===== src/rtl/turbidez_responder_if.sv =====
// turbidez_responder_if: controller handshake and SPI ADC pins of the turbidity responder
interface turbidez_responder_if;
    logic       enable_esp;
    logic       ready_from_esp;
    logic [3:0] turbidez;
    logic       adc_cs_n;
    logic       adc_sclk;
    logic       adc_miso;
    modport master (output enable_esp, adc_miso, input ready_from_esp, turbidez, adc_cs_n, adc_sclk);
    modport slave (input enable_esp, adc_miso, output ready_from_esp, turbidez, adc_cs_n, adc_sclk);
endinterface


===== src/rtl/turbidez_responder.sv =====
// turbidez_responder: averages 2^N_LOG2 SPI ADC frames per request and returns a 4-bit turbidity level
module turbidez_responder #(
    parameter int CLK_DIV    = 4,
    parameter int N_LOG2     = 2,
    parameter int GAP_CYCLES = 8,
    parameter int READY_LEN  = 1
) (
    input logic           clk,
    input logic           reset,
    turbidez_responder_if.slave bus
);
    localparam int AW = 12 + N_LOG2;
    localparam int MX = CLK_DIV > GAP_CYCLES ? CLK_DIV : GAP_CYCLES;
    localparam int DW = MX > 1 ? $clog2(MX) : 1;
    localparam int RW = READY_LEN > 1 ? $clog2(READY_LEN) : 1;

    typedef enum logic [2:0] {IDLE, GAP, FRAME, ACCUM, DONE, WAIT_LOW} state_t;

    state_t        state_q, state_d;
    logic          en_q;
    logic          cs_n_q, cs_n_d, sclk_q, sclk_d, rdy_q, rdy_d;
    logic [DW-1:0] div_q, div_d;
    logic [5:0]    hc_q, hc_d;
    logic [15:0]   sh_q, sh_d;
    logic [AW-1:0] acc_q, acc_d;
    logic [N_LOG2:0] cnt_q, cnt_d;
    logic [3:0]    turb_q, turb_d;
    logic [RW-1:0] rcnt_q, rcnt_d;
    logic          start, tick, unused_frame_bits;

    assign start = bus.enable_esp & ~en_q;
    assign tick = div_q == DW'(CLK_DIV - 1);
    assign unused_frame_bits = ^{sh_q[15:13], sh_q[0]};

    assign bus.adc_cs_n = cs_n_q;
    assign bus.adc_sclk = sclk_q;
    assign bus.turbidez = turb_q;
    assign bus.ready_from_esp = rdy_q;

    // en_q is left out of reset so a request held through reset does not look like a new edge
    always_ff @(posedge clk) begin
        en_q <= bus.enable_esp;
        if (reset) begin
            state_q <= IDLE;
            cs_n_q  <= 1'b1;
            sclk_q  <= 1'b0;
            rdy_q   <= 1'b0;
            div_q   <= '0;
            hc_q    <= '0;
            sh_q    <= '0;
            acc_q   <= '0;
            cnt_q   <= '0;
            turb_q  <= '0;
            rcnt_q  <= '0;
        end else begin
            state_q <= state_d;
            cs_n_q  <= cs_n_d;
            sclk_q  <= sclk_d;
            rdy_q   <= rdy_d;
            div_q   <= div_d;
            hc_q    <= hc_d;
            sh_q    <= sh_d;
            acc_q   <= acc_d;
            cnt_q   <= cnt_d;
            turb_q  <= turb_d;
            rcnt_q  <= rcnt_d;
        end
    end

    always_comb begin
        state_d = state_q;
        cs_n_d  = cs_n_q;
        sclk_d  = sclk_q;
        div_d   = div_q;
        hc_d    = hc_q;
        sh_d    = sh_q;
        acc_d   = acc_q;
        cnt_d   = cnt_q;
        turb_d  = turb_q;
        rdy_d   = rdy_q && rcnt_q != '0;
        rcnt_d  = rcnt_q != '0 ? rcnt_q - 1'b1 : '0;
        case (state_q)
            IDLE: if (start) begin
                acc_d   = '0;
                cnt_d   = '0;
                div_d   = '0;
                state_d = GAP;
            end
            GAP: begin
                div_d = div_q + 1'b1;
                if (div_q == DW'(GAP_CYCLES - 1)) begin
                    div_d   = '0;
                    hc_d    = '0;
                    cs_n_d  = 1'b0;
                    state_d = FRAME;
                end
            end
            // hc_q counts sclk half-periods; 32 means the 16th falling edge has just happened
            FRAME: if (hc_q == 6'd32) begin
                cs_n_d  = 1'b1;
                sclk_d  = 1'b0;
                state_d = ACCUM;
            end else begin
                div_d = tick ? '0 : div_q + 1'b1;
                if (tick) begin
                    sclk_d = ~sclk_q;
                    hc_d   = hc_q + 1'b1;
                end
                if (tick && !sclk_q) sh_d = {sh_q[14:0], bus.adc_miso};
            end
            ACCUM: begin
                acc_d   = acc_q + AW'(sh_q[12:1]);
                cnt_d   = cnt_q + 1'b1;
                div_d   = '0;
                state_d = cnt_d[N_LOG2] ? DONE : GAP;
            end
            DONE: begin
                turb_d  = acc_q[N_LOG2 + 11 -: 4];
                rdy_d   = 1'b1;
                rcnt_d  = RW'(READY_LEN - 1);
                state_d = WAIT_LOW;
            end
            WAIT_LOW: if (!en_q && !rdy_q) state_d = IDLE;
            default: state_d = IDLE;
        endcase
        if (!bus.enable_esp && (state_q == GAP || state_q == FRAME || state_q == ACCUM)) begin
            state_d = IDLE;
            cs_n_d  = 1'b1;
            sclk_d  = 1'b0;
        end
    end
endmodule


===== src/flat_wrapper.sv =====
// flat-port wrapper written by rule: the top's interface ports become plain ports
module turbidez_responder_flat 
#(
    parameter int CLK_DIV    = 4,
    parameter int N_LOG2     = 2,
    parameter int GAP_CYCLES = 8,
    parameter int READY_LEN  = 1
)
  (clk, reset, bus_enable_esp, bus_adc_miso, bus_ready_from_esp, bus_turbidez, bus_adc_cs_n, bus_adc_sclk);
  turbidez_responder_if bus_i ();
  input logic clk;
  input logic reset;
  input wire logic [$bits(bus_i.enable_esp)-1:0] bus_enable_esp;
  input wire logic [$bits(bus_i.adc_miso)-1:0] bus_adc_miso;
  output wire logic [$bits(bus_i.ready_from_esp)-1:0] bus_ready_from_esp;
  output wire logic [$bits(bus_i.turbidez)-1:0] bus_turbidez;
  output wire logic [$bits(bus_i.adc_cs_n)-1:0] bus_adc_cs_n;
  output wire logic [$bits(bus_i.adc_sclk)-1:0] bus_adc_sclk;
  assign bus_i.enable_esp = bus_enable_esp;
  assign bus_i.adc_miso = bus_adc_miso;
  assign bus_ready_from_esp = bus_i.ready_from_esp;
  assign bus_turbidez = bus_i.turbidez;
  assign bus_adc_cs_n = bus_i.adc_cs_n;
  assign bus_adc_sclk = bus_i.adc_sclk;
  turbidez_responder #(.CLK_DIV(CLK_DIV), .N_LOG2(N_LOG2), .GAP_CYCLES(GAP_CYCLES), .READY_LEN(READY_LEN)) u_core (.clk(clk), .reset(reset), .bus(bus_i));
endmodule

===== config.mk =====
export PLATFORM = sky130hd
export DESIGN_NAME = turbidez_responder_flat
export DESIGN_NICKNAME = d
export VERILOG_FILES = /design/src/rtl/turbidez_responder_if.sv /design/src/rtl/turbidez_responder.sv /design/src/flat_wrapper.sv
export SDC_FILE = /design/constraint.sdc
export NUM_CORES = 1
export LEC_CHECK = 0
export ABC_AREA = 1
export CORE_AREA = 4 4 97 99
export DETAILED_ROUTE_END_ITERATION = 8
export DIE_AREA = 0 0 101 103
export GPL_ROUTABILITY_DRIVEN = 0
export PLACE_DENSITY = 0.61
export SYNTH_ARGS = -nofsm -noshare
export SYNTH_HDL_FRONTEND = slang
export SYNTH_SLANG_ARGS = --single-unit

===== constraint.sdc =====
create_clock -name clk -period 2.5 [get_ports clk]
set_input_delay 0.5 -clock clk [delete_from_list [all_inputs] [get_ports clk]]
set_output_delay 0.5 -clock clk [all_outputs]
set_load 0.03 [all_outputs]

==> results of run 1 <==
==> final cells by class <==
type,count,share of cell area
clock buffers,5,0.0212
clock inverters,3,0.0220
inverters,53,0.0629
multi-input cells,305,0.499
flip-flops and latches,51,0.315
well taps,108,0.0417
repair buffers,13,0.0378
==> routing by layer <==
layer,GRT usage,share of wire
met1,0.170,0.51
met2,0.215,0.46
met3,0.0244,0.026
met4,0.0245,0.0073
met5,0,0
==> worst min path at each step <==
stage	endpoint	slack (ns)
finish	u_core.bus.ready_from_esp$_SDFF_PP0_	0.45
global route	u_core.bus.ready_from_esp$_SDFF_PP0_	0.47
CTS	u_core.bus.ready_from_esp$_SDFF_PP0_	0.45
detailed placement	u_core.bus.ready_from_esp$_SDFF_PP0_	0.43
global placement	u_core.bus.adc_cs_n$_SDFFE_PP1P_	0.45
floorplan	u_core.bus.ready_from_esp$_SDFF_PP0_	0.42
==> flip-flops by register name (all words and copies together) (netlist names) <==
| name | flops |
|---|---|
| u_core.bus.ready_from_esp | 1 |
| u_core.div_q | 3 |
| u_core.rcnt_q | 1 |
| u_core.en_q | 1 |
| u_core.bus.turbidez | 4 |
| u_core.hc_q | 6 |
| u_core.bus.adc_cs_n | 1 |
| u_core.bus.adc_sclk | 1 |
| u_core.cnt_q | 3 |
| u_core.state_q | 3 |
| u_core.acc_q | 14 |
| u_core.sh_q | 13 |
==> power breakdown <==
| group | leakage (nW) | internal (mW) | switching (mW) | total (mW) |
|---|---|---|---|---|
| sequential | 0.412 | 0.852 | 0.0301 | 0.882 |
| combinational | 0.941 | 0.141 | 0.327 | 0.468 |
| clock | 0.0703 | 0.407 | 0.298 | 0.704 |
| total | 1.42 | 1.40 | 0.655 | 2.05 |
==> cells in the final DEF, fill, tap and decap left out, types with 3 or more instances in the layout <==
master,instances
nor2_1,33
clkbuf_8,5
nand2_1,110
a21oi_1,49
o21ai_0,13
inv_2,7
nand4_1,7
dfxtp_1,51
xor2_1,3
nand3_1,41
inv_1,45
nand2_2,3
ha_1,19
nand2_4,3
clkdlybuf4s50_1,10
buf_4,3
==> cells by family after synthesis <==
family	after synthesis	synth area share
xor+xnor	5	0.0151
flops	51	0.352
fa+ha+maj	20	0.0888
simple gates	209	0.324
other cells	1	0.00129
buf+inv	62	0.0905
compound gates	70	0.128
==> run_summary.xml, run 1 <==
<?xml version="1.0" encoding="UTF-8"?>
<metrics>
  <group name="setup_path">
    <metric name="crit_path_start" unit="">u_core.bus.adc_sclk$_SDFFE_PP0P_</metric>
    <metric name="critical_path.cell_chain" unit="">clkdlybuf4s50_1</metric>
    <metric name="critPathMaxStageDelay" unit="ns">0.71</metric>
    <metric name="rr_endpoint" unit="">u_core.acc_q[12]$_SDFFE_PP0P_</metric>
    <metric name="crit_buf_inv" unit="">1</metric>
    <metric name="critical_path.slowest_cell" unit="">clkdlybuf4s50_1</metric>
    <metric name="crit_fanout" unit="">3</metric>
    <metric name="crit_required" unit="ns">2.00</metric>
    <metric name="endpoint" unit="">bus_adc_sclk</metric>
    <metric name="path_class" unit="">reg -&gt; out</metric>
    <metric name="critical_path_depth" unit="">1</metric>
    <metric name="r2r.worst_path.cells" unit="">13</metric>
    <metric name="setup.worst_path.start_class" unit="">register</metric>
    <metric name="timing.critical_path.max_delay_family" unit="">buffers and inverters</metric>
    <metric name="endpoint_kind" unit="">output port</metric>
    <metric name="cp_data_arrival_time" unit="ns">1.40</metric>
    <metric name="ff2ff_setup_slack" unit="ns">0.62</metric>
    <metric name="r2r-start" unit="">u_core.sh_q[1]$_SDFFE_PP0P_</metric>
  </group>
  <group name="sta">
    <metric name="finalSetupTns" unit="ns">0</metric>
    <metric name="fmax" unit="GHz">0.525</metric>
    <metric name="finalClockSkew" unit="ns">0.0131</metric>
    <metric name="final_slew_violations" unit="">0</metric>
    <metric name="unrepaired_setup_endpoints_after_global_routing" unit="">no</metric>
    <metric name="finalHoldViolations" unit="">0</metric>
    <metric name="timing.final.ws_setup" unit="ns">0.596</metric>
    <metric name="finalCritPeriodShare" unit="">0.761</metric>
    <metric name="worst_hold_slack" unit="ns">0.451</metric>
    <metric name="finalSetupViolCount" unit="">0</metric>
    <metric name="period_minus_slack" unit="ns">1.90</metric>
  </group>
  <group name="grt">
    <metric name="grt_pass1_wl" unit="microns">10800</metric>
    <metric name="maximum_number_of_pins_on_one_net_before_global_route_repair" unit="">26</metric>
    <metric name="grt_antenna_before_repair" unit="">0</metric>
    <metric name="globalRoute.totalOverflow" unit="">0</metric>
    <metric name="first_global_vias" unit="">2397</metric>
    <metric name="grt_use_total" unit="">0.127</metric>
  </group>
  <group name="yosys">
    <metric name="ys_seq_area_frac" unit="">0.352</metric>
    <metric name="ys_top_cells_by_area" unit="">dfxtp_1 35%, nand2_1 14%, a21oi_1 8.4%</metric>
    <metric name="ys_types" unit="">36</metric>
    <metric name="async_reset_ff_frac" unit="">0</metric>
    <metric name="synthCells" unit="">418</metric>
    <metric name="syn-num-nets" unit="">442</metric>
    <metric name="synth.yosys.warnings" unit="">0</metric>
    <metric name="netlist_top_cells_count" unit="">110 x nand2_1, 51 x dfxtp_1, 49 x a21oi_1</metric>
    <metric name="postSynthAreaPerCell" unit="sq um">6.94</metric>
    <metric name="synth_edf_count" unit="">0</metric>
    <metric name="yosys_most_used_dff" unit="">dfxtp_1</metric>
    <metric name="yosys_register_bits" unit="">51</metric>
    <metric name="synth_most_common_cell" unit="">nand2_1</metric>
    <metric name="synthesis.area" unit="sq mm">0.00290</metric>
    <metric name="netlist.area_leader.share" unit="">0.352</metric>
    <metric name="synth_area_leader_cell" unit="">dfxtp_1</metric>
  </group>
  <group name="clock_tree">
    <metric name="clkLatencyLatePin" unit="ns">0.31</metric>
    <metric name="cts_tree" unit="">done</metric>
    <metric name="clkSinkCount" unit="">51</metric>
    <metric name="cts.reportedPaths.clkPinSlew" unit="ns">0.11</metric>
    <metric name="post_cts_resize_count" unit="">0</metric>
    <metric name="ctsLongestPathBuffers" unit="">2</metric>
    <metric name="numCtsBuffers" unit="">5</metric>
    <metric name="h-tree-depth" unit="">2</metric>
    <metric name="clockRootBuffer" unit="">clkbuf_8</metric>
    <metric name="cts_hold_buffers" unit="">0</metric>
    <metric name="post_cts_buffers" unit="">0</metric>
  </group>
  <group name="power_and_ir_drop">
    <metric name="report.power.total" unit="mW">2.05</metric>
    <metric name="worst_ir_drop_vdd" unit="mV">0.251</metric>
    <metric name="p_leak" unit="nW">1.42</metric>
    <metric name="power_per_cell_area" unit="mW/mm^2">634</metric>
  </group>
  <group name="floorplan">
    <metric name="top_level_ports" unit="">11</metric>
    <metric name="row_count" unit="">34</metric>
    <metric name="core" unit="sq mm">0.00855</metric>
    <metric name="initial_utilization" unit="">0.339</metric>
    <metric name="die-area" unit="sq mm">0.0104</metric>
    <metric name="die_h" unit="microns">103</metric>
    <metric name="horizontal_die_dimension" unit="microns">101</metric>
  </group>
  <group name="min_path">
    <metric name="hold_path.class" unit="">reg -&gt; reg</metric>
    <metric name="min-delay-start" unit="">u_core.rcnt_q$_SDFF_PP0_</metric>
    <metric name="timing.hold.worst_path_depth" unit="">2</metric>
  </group>
  <group name="final_layout">
    <metric name="syn2layout_area_growth" unit="%">11.7</metric>
    <metric name="fillers" unit="">867</metric>
    <metric name="final_area" unit="sq mm">0.00324</metric>
    <metric name="final_core_util" unit="">0.379</metric>
    <metric name="post_route_cells_drive_above_1_share" unit="">0.0837</metric>
    <metric name="diodes" unit="">0</metric>
    <metric name="final_net_count" unit="">453</metric>
    <metric name="sequential_cell_area" unit="sq mm">0.00102</metric>
    <metric name="final_cells" unit="">538</metric>
    <metric name="area_taken_by_multi_input_logic_gates" unit="sq mm">0.00162</metric>
  </group>
  <group name="placed_design">
    <metric name="placedInstanceArea" unit="sq mm">0.00310</metric>
    <metric name="post-place-ws" unit="ns">0.626</metric>
    <metric name="numPlacedInstances" unit="">530</metric>
    <metric name="numPortBuffers" unit="">10</metric>
    <metric name="hpwlAfterDp" unit="microns">4810</metric>
  </group>
  <group name="routing">
    <metric name="wire_per_inst" unit="microns">11.6</metric>
    <metric name="drt_wl_total" unit="microns">6260</metric>
    <metric name="ant_nets" unit="">0</metric>
    <metric name="via_count" unit="">2567</metric>
    <metric name="remaining_drc_errors" unit="">0</metric>
    <metric name="first_pass_iters" unit="">4</metric>
    <metric name="drt-initial-drc-count" unit="">78</metric>
    <metric name="vias_per_cell" unit="">4.77</metric>
  </group>
  <group name="status">
    <metric name="result_of_the_run" unit="">completed</metric>
  </group>
  <group name="run">
    <metric name="drv_cap" unit="">0</metric>
  </group>
</metrics>
(Power assumes the default switching activity.)
==> run 2, diff against run 1 <==
==> constraint.sdc (replaced) <==
create_clock -name clk -period 1.85 [get_ports clk]
set_input_delay 0.37 -clock clk [delete_from_list [all_inputs] [get_ports clk]]
set_output_delay 0.37 -clock clk [all_outputs]
set_load 0.03 [all_outputs]
==> run 2 against run 1 <==
Sequential cell count is the same; global-route usage grew 0.15 points; largest power group unchanged; highest routed layer unchanged; critical path type unchanged; clock skew is essentially flat.
==> run_summary.xml, run 2 (synthesis gave the netlist of run 1 again) <==
<?xml version="1.0" encoding="UTF-8"?>
<metrics>
  <group name="sta">
    <metric name="unrepaired_setup_endpoints_after_global_routing" unit="">no</metric>
    <metric name="finalSetupViolCount" unit="">0</metric>
    <metric name="finalSetupTns" unit="ns">0</metric>
    <metric name="fmax" unit="GHz">0.573</metric>
    <metric name="finalClockSkew" unit="ns">0.0131</metric>
    <metric name="finalHoldViolations" unit="">0</metric>
    <metric name="period_minus_slack" unit="ns">1.74</metric>
    <metric name="final_slew_violations" unit="">0</metric>
    <metric name="finalCritPeriodShare" unit="">0.943</metric>
    <metric name="timing.final.ws_setup" unit="ns">0.106</metric>
  </group>
  <group name="routing">
    <metric name="via_count" unit="">2621</metric>
    <metric name="vias_per_cell" unit="">4.81</metric>
    <metric name="first_pass_iters" unit="">4</metric>
    <metric name="wire_per_inst" unit="microns">11.4</metric>
    <metric name="ant_nets" unit="">0</metric>
    <metric name="drt-initial-drc-count" unit="">100</metric>
    <metric name="drt_wl_total" unit="microns">6240</metric>
    <metric name="remaining_drc_errors" unit="">0</metric>
  </group>
  <group name="placed_design">
    <metric name="hpwlAfterDp" unit="microns">4830</metric>
    <metric name="numPortBuffers" unit="">10</metric>
    <metric name="placedInstanceArea" unit="sq mm">0.00315</metric>
    <metric name="post-place-ws" unit="ns">0.110</metric>
    <metric name="numPlacedInstances" unit="">537</metric>
  </group>
  <group name="status">
    <metric name="result_of_the_run" unit="">completed</metric>
  </group>
  <group name="clock_tree">
    <metric name="clkSinkCount" unit="">51</metric>
    <metric name="ctsLongestPathBuffers" unit="">2</metric>
    <metric name="cts_tree" unit="">done</metric>
    <metric name="clkLatencyLatePin" unit="ns">0.31</metric>
    <metric name="clockRootBuffer" unit="">clkbuf_8</metric>
    <metric name="cts.reportedPaths.clkPinSlew" unit="ns">0.11</metric>
    <metric name="post_cts_buffers" unit="">0</metric>
    <metric name="numCtsBuffers" unit="">5</metric>
    <metric name="h-tree-depth" unit="">2</metric>
  </group>
  <group name="power_and_ir_drop">
    <metric name="worst_ir_drop_vdd" unit="mV">0.324</metric>
    <metric name="p_clk_frac" unit="">0.305</metric>
    <metric name="seq_power_share" unit="">0.452</metric>
    <metric name="power_per_cell_area" unit="mW/mm^2">803</metric>
    <metric name="netSwitchingFraction" unit="">0.332</metric>
    <metric name="power_frac_comb" unit="">0.243</metric>
    <metric name="internal-power" unit="mW">1.76</metric>
    <metric name="p_leak" unit="nW">1.45</metric>
    <metric name="netSwitchingPower" unit="mW">0.876</metric>
  </group>
  <group name="final_layout">
    <metric name="syn2layout_area_growth" unit="%">13.3</metric>
    <metric name="layout.cells.most_common_list" unit="">110 x nand2_1, 49 x a21oi_1, 49 x dfxtp_1</metric>
    <metric name="final_common_cell" unit="">nand2_1</metric>
    <metric name="post_route_cells_drive_above_1_share" unit="">0.114</metric>
    <metric name="largest_regs" unit="">u_core.acc_q x14, u_core.sh_q x13, u_core.hc_q x6</metric>
    <metric name="final_cells" unit="">545</metric>
    <metric name="largest_register" unit="">u_core.acc_q</metric>
    <metric name="diodes" unit="">0</metric>
    <metric name="final_area" unit="sq mm">0.00329</metric>
    <metric name="final_net_count" unit="">460</metric>
    <metric name="largest_reg_flops" unit="">14</metric>
  </group>
  <group name="setup_path">
    <metric name="setup.worst_path.start_class" unit="">register</metric>
    <metric name="crit_required" unit="ns">1.48</metric>
    <metric name="crit_fanout" unit="">3</metric>
    <metric name="timing.critical_path.max_delay_family" unit="">buffers and inverters</metric>
    <metric name="cp_data_arrival_time" unit="ns">1.37</metric>
    <metric name="critPathMaxStageDelay" unit="ns">0.69</metric>
    <metric name="crit_buf_inv" unit="">1</metric>
    <metric name="critical_path.slowest_cell" unit="">clkdlybuf4s50_1</metric>
    <metric name="critical_path.cell_chain" unit="">clkdlybuf4s50_1</metric>
    <metric name="endpoint_kind" unit="">output port</metric>
    <metric name="path_class" unit="">reg -&gt; out</metric>
  </group>
  <group name="floorplan">
    <metric name="horizontal_die_dimension" unit="microns">101</metric>
    <metric name="initial_utilization" unit="">0.339</metric>
    <metric name="top_level_ports" unit="">11</metric>
    <metric name="row_count" unit="">34</metric>
    <metric name="core" unit="sq mm">0.00855</metric>
    <metric name="die-area" unit="sq mm">0.0104</metric>
    <metric name="die_h" unit="microns">103</metric>
  </group>
  <group name="grt">
    <metric name="grt_antenna_before_repair" unit="">0</metric>
    <metric name="maximum_number_of_pins_on_one_net_before_global_route_repair" unit="">29</metric>
    <metric name="first_global_vias" unit="">2437</metric>
    <metric name="globalRoute.totalOverflow" unit="">0</metric>
    <metric name="grt_pass1_wl" unit="microns">11000</metric>
    <metric name="grt_use_total" unit="">0.128</metric>
  </group>
  <group name="run">
    <metric name="drv_cap" unit="">0</metric>
  </group>
  <group name="min_path">
    <metric name="hold_path.class" unit="">reg -&gt; reg</metric>
  </group>
</metrics>
## run 2: cell type report
| type | count | area [sq um] |
|---|---|---|
| clock buffer | 5 | 68.8 |
| clock inverter | 3 | 47.5 |
| fill | 918 | 5260 |
| inverter | 53 | 204 |
| multi-input combinational | 305 | 1630 |
| sequential | 51 | 1020 |
| tap | 108 | 135 |
| timing repair buffer | 20 | 175 |
## run 2: path summary, 6_finish.rpt
| path | slack (ns) | cells after the start | startpoint | endpoint |
|---|---|---|---|---|
| worst max register to register | 0.16 | 12 | u_core.acc_q[0]$_SDFFE_PP0P_ | u_core.acc_q[6]$_SDFFE_PP0P_ |
| worst max-delay path | 0.11 | 1 | u_core.bus.adc_sclk$_SDFFE_PP0P_ | bus_adc_sclk |
| worst min-delay path | 0.46 | 2 | u_core.rcnt_q$_SDFF_PP0_ | u_core.bus.ready_from_esp$_SDFF_PP0_ |
| worst min register to register | 0.46 | 2 | u_core.rcnt_q$_SDFF_PP0_ | u_core.bus.ready_from_esp$_SDFF_PP0_ |
## run 2: metrics by stage
stage,total power [mW],hold WS (ns),util
floorplan,1.71,0.398,-
global placement,1.85,0.437,0.369
detailed placement,1.86,0.446,0.369
CTS,2.68,0.463,0.382
global route,2.80,0.476,0.385
finish,2.64,0.460,0.385
## run 2: power by group through the flow
stage | clock network [mW] | logic [mW] | registers, mW
final | 0.806 | 0.641 | 1.19
after global routing | 0.876 | 0.723 | 1.20
after CTS | 0.838 | 0.647 | 1.19
after detailed placement | 0 | 0.646 | 1.22
after global placement | 0 | 0.632 | 1.21
after floorplan | 0 | 0.483 | 1.23
## run 2: routing by layer
metal	wire length, microns	GRT usage	vias up
met1	3210	0.179	1193
met3	192	0.0250	4
met2	2790	0.206	28
met5	0	0	-
li1	-	-	1396
met4	40	0.0317	0
## run 2: timing repair
action | in CTS | in global routing
endpoints found under the setup margin | 0 | 2
hold buffers | 0 | 0
resized for setup | 0 | 7
==> run 3, diff against run 2 <==
--- a/config.mk
+++ b/config.mk
@@ -6,9 +6,9 @@
 export NUM_CORES = 1
 export LEC_CHECK = 0
 export ABC_AREA = 1
-export CORE_AREA = 4 4 97 99
+export CORE_AREA = 2 2 95 97
 export DETAILED_ROUTE_END_ITERATION = 8
-export DIE_AREA = 0 0 101 103
+export DIE_AREA = 0 0 97 99
 export GPL_ROUTABILITY_DRIVEN = 0
 export PLACE_DENSITY = 0.61
 export SYNTH_ARGS = -nofsm -noshare
==> run 3 against run 2 <==
Clock power fell by 4.2%; critical path depth is the same; clock-buffer cell count did not move; die area is 7.7% lower; via count increased by 0.57%; worst hold slack got worse by 0.0084 ns; routed wire length up 1.3%; sequential cell count stayed put; utilization down 0.12 points; sequential share of layout area is 0.095 points higher.
==> run_summary.xml, run 3 (synthesis gave the netlist of run 1 again) <==
<?xml version="1.0" encoding="UTF-8"?>
<metrics>
  <group name="setup_path">
    <metric name="timing.critical_path.max_delay_family" unit="">buffers and inverters</metric>
    <metric name="crit_path_start" unit="">u_core.bus.adc_sclk$_SDFFE_PP0P_</metric>
    <metric name="critical_path.slowest_cell" unit="">clkdlybuf4s50_1</metric>
    <metric name="crit_required" unit="ns">1.48</metric>
    <metric name="r2r.worst_path.cells" unit="">13</metric>
    <metric name="cp_data_arrival_time" unit="ns">1.37</metric>
    <metric name="ff2ff_setup_slack" unit="ns">0.12</metric>
    <metric name="r2r-start" unit="">u_core.sh_q[1]$_SDFFE_PP0P_</metric>
    <metric name="path_class" unit="">reg -&gt; out</metric>
    <metric name="rr_endpoint" unit="">u_core.acc_q[12]$_SDFFE_PP0P_</metric>
    <metric name="critical_path.cell_chain" unit="">clkdlybuf4s50_1</metric>
    <metric name="crit_fanout" unit="">3</metric>
    <metric name="critPathMaxStageDelay" unit="ns">0.69</metric>
    <metric name="crit_buf_inv" unit="">1</metric>
    <metric name="setup.worst_path.start_class" unit="">register</metric>
    <metric name="endpoint_kind" unit="">output port</metric>
  </group>
  <group name="clock_tree">
    <metric name="clkLatencyLatePin" unit="ns">0.30</metric>
    <metric name="numCtsBuffers" unit="">5</metric>
    <metric name="cts_tree" unit="">done</metric>
    <metric name="post_cts_buffers" unit="">0</metric>
    <metric name="cts.reportedPaths.clkPinSlew" unit="ns">0.10</metric>
    <metric name="ctsLongestPathBuffers" unit="">2</metric>
    <metric name="h-tree-depth" unit="">2</metric>
    <metric name="clockRootBuffer" unit="">clkbuf_8</metric>
    <metric name="clkSinkCount" unit="">51</metric>
  </group>
  <group name="routing">
    <metric name="remaining_drc_errors" unit="">0</metric>
    <metric name="via_count" unit="">2636</metric>
    <metric name="first_pass_iters" unit="">4</metric>
    <metric name="vias_per_cell" unit="">4.85</metric>
    <metric name="wire_per_inst" unit="microns">11.6</metric>
    <metric name="drt_wl_total" unit="microns">6310</metric>
    <metric name="drt-initial-drc-count" unit="">92</metric>
    <metric name="ant_nets" unit="">0</metric>
  </group>
  <group name="grt">
    <metric name="grt_pass1_wl" unit="microns">11100</metric>
    <metric name="globalRoute.totalOverflow" unit="">0</metric>
    <metric name="grt_use_total" unit="">0.137</metric>
    <metric name="first_global_vias" unit="">2442</metric>
    <metric name="grt_antenna_before_repair" unit="">0</metric>
    <metric name="maximum_number_of_pins_on_one_net_before_global_route_repair" unit="">29</metric>
  </group>
  <group name="final_layout">
    <metric name="final_net_count" unit="">460</metric>
    <metric name="syn2layout_area_growth" unit="%">12.9</metric>
    <metric name="largest_register" unit="">u_core.acc_q</metric>
    <metric name="largest_regs" unit="">u_core.acc_q x14, u_core.sh_q x13, u_core.hc_q x6</metric>
    <metric name="layout.cells.most_common_list" unit="">109 x nand2_1, 49 x a21oi_1, 49 x dfxtp_1</metric>
    <metric name="final_common_cell" unit="">nand2_1</metric>
    <metric name="diodes" unit="">0</metric>
    <metric name="post_route_cells_drive_above_1_share" unit="">0.112</metric>
    <metric name="largest_reg_flops" unit="">14</metric>
    <metric name="final_cells" unit="">544</metric>
  </group>
  <group name="floorplan">
    <metric name="row_count" unit="">34</metric>
    <metric name="horizontal_die_dimension" unit="microns">97</metric>
    <metric name="initial_utilization" unit="">0.339</metric>
    <metric name="die_h" unit="microns">99</metric>
    <metric name="die-area" unit="sq mm">0.00960</metric>
    <metric name="top_level_ports" unit="">11</metric>
    <metric name="core" unit="sq mm">0.00855</metric>
  </group>
  <group name="power_and_ir_drop">
    <metric name="p_leak" unit="nW">1.45</metric>
    <metric name="power_per_cell_area" unit="mW/mm^2">794</metric>
    <metric name="worst_ir_drop_vdd" unit="mV">0.340</metric>
  </group>
  <group name="run">
    <metric name="drv_cap" unit="">0</metric>
  </group>
  <group name="placed_design">
    <metric name="hpwlAfterDp" unit="microns">4800</metric>
    <metric name="numPlacedInstances" unit="">537</metric>
    <metric name="numPortBuffers" unit="">10</metric>
  </group>
  <group name="sta">
    <metric name="final_slew_violations" unit="">0</metric>
    <metric name="finalCritPeriodShare" unit="">0.941</metric>
    <metric name="finalClockSkew" unit="ns">0.00700</metric>
    <metric name="worst_hold_slack" unit="ns">0.452</metric>
    <metric name="period_minus_slack" unit="ns">1.74</metric>
    <metric name="finalHoldViolations" unit="">0</metric>
    <metric name="fmax" unit="GHz">0.574</metric>
    <metric name="finalSetupViolCount" unit="">0</metric>
  </group>
  <group name="status">
    <metric name="result_of_the_run" unit="">completed</metric>
  </group>
  <group name="min_path">
    <metric name="timing.hold.worst_path_depth" unit="">2</metric>
    <metric name="hold_end" unit="">u_core.bus.ready_from_esp$_SDFF_PP0_</metric>
    <metric name="hold_path.class" unit="">reg -&gt; reg</metric>
    <metric name="min-delay-start" unit="">u_core.rcnt_q$_SDFF_PP0_</metric>
  </group>
</metrics>
run 3: cell types whose count changed in the layout (fill, tap and decap cells not counted), sizes merged:
cell,delta
clkinv,-1
inv,-1
clkinvlp,+1
run 3: cell type report:
cell class	instances	area [sq um]
clock buffers	5	68.8
well taps	108	135
clock inverters	2	37.5
repair buffers	20	175
inverters	53	204
multi-input cells	305	1630
flip-flops and latches	51	1020
fillers	910	5270
run 3: worst max-delay path by stage:
stage	end	cells after the start
6_report	bus_adc_sclk	1
5_1_grt	u_core.acc_q[12]$_SDFFE_PP0P_	13
4_1_cts	bus_adc_sclk	1
3_5_place_dp	u_core.div_q[0]$_SDFFE_PP0P_	8
3_3_place_gp	u_core.acc_q[12]$_SDFFE_PP0P_	13
2_1_floorplan	u_core.acc_q[12]$_SDFFE_PP0P_	13
run 3: layer usage:
layer	GRT usage	up-vias	routed length (microns)
met5	0	-	0
met3	0.0234	2	129
met1	0.191	1218	3320
met4	0.0260	0	17
li1	-	1392	-
met2	0.225	24	2850
run 3: timing repair:
item                                    in CTS  in global routing
endpoints found under the setup margin       0                  3
resized for setup                            0                  7
hold buffers                                 0                  0
run 3: where the power goes:
part / total [mW] / switching (mW) / internal [mW] / leakage, nW
Clock: 0.772 / 0.376 / 0.396 / 0.0502
Sequential: 1.19 / 0.0400 / 1.15 / 0.413
Combinational: 0.638 / 0.438 / 0.200 / 0.985
run 3: metrics by stage:
| step | total power [mW] | worst slack [ns] | cell area, sq um | TNS [ns] | utilization |
|---|---|---|---|---|---|
| after floorplan | 1.71 | 0.174 | 2900 | 0 | - |
| after global placement | 1.85 | 0.153 | 3150 | 0 | 0.369 |
| after detailed placement | 1.86 | 0.108 | 3150 | 0 | 0.369 |
| after CTS | 2.63 | 0.0745 | 3260 | 0 | 0.381 |
| after global routing | 2.77 | -0.0270 | 3280 | -0.0468 | 0.383 |
| final | 2.60 | 0.109 | 3280 | 0 | 0.383 |
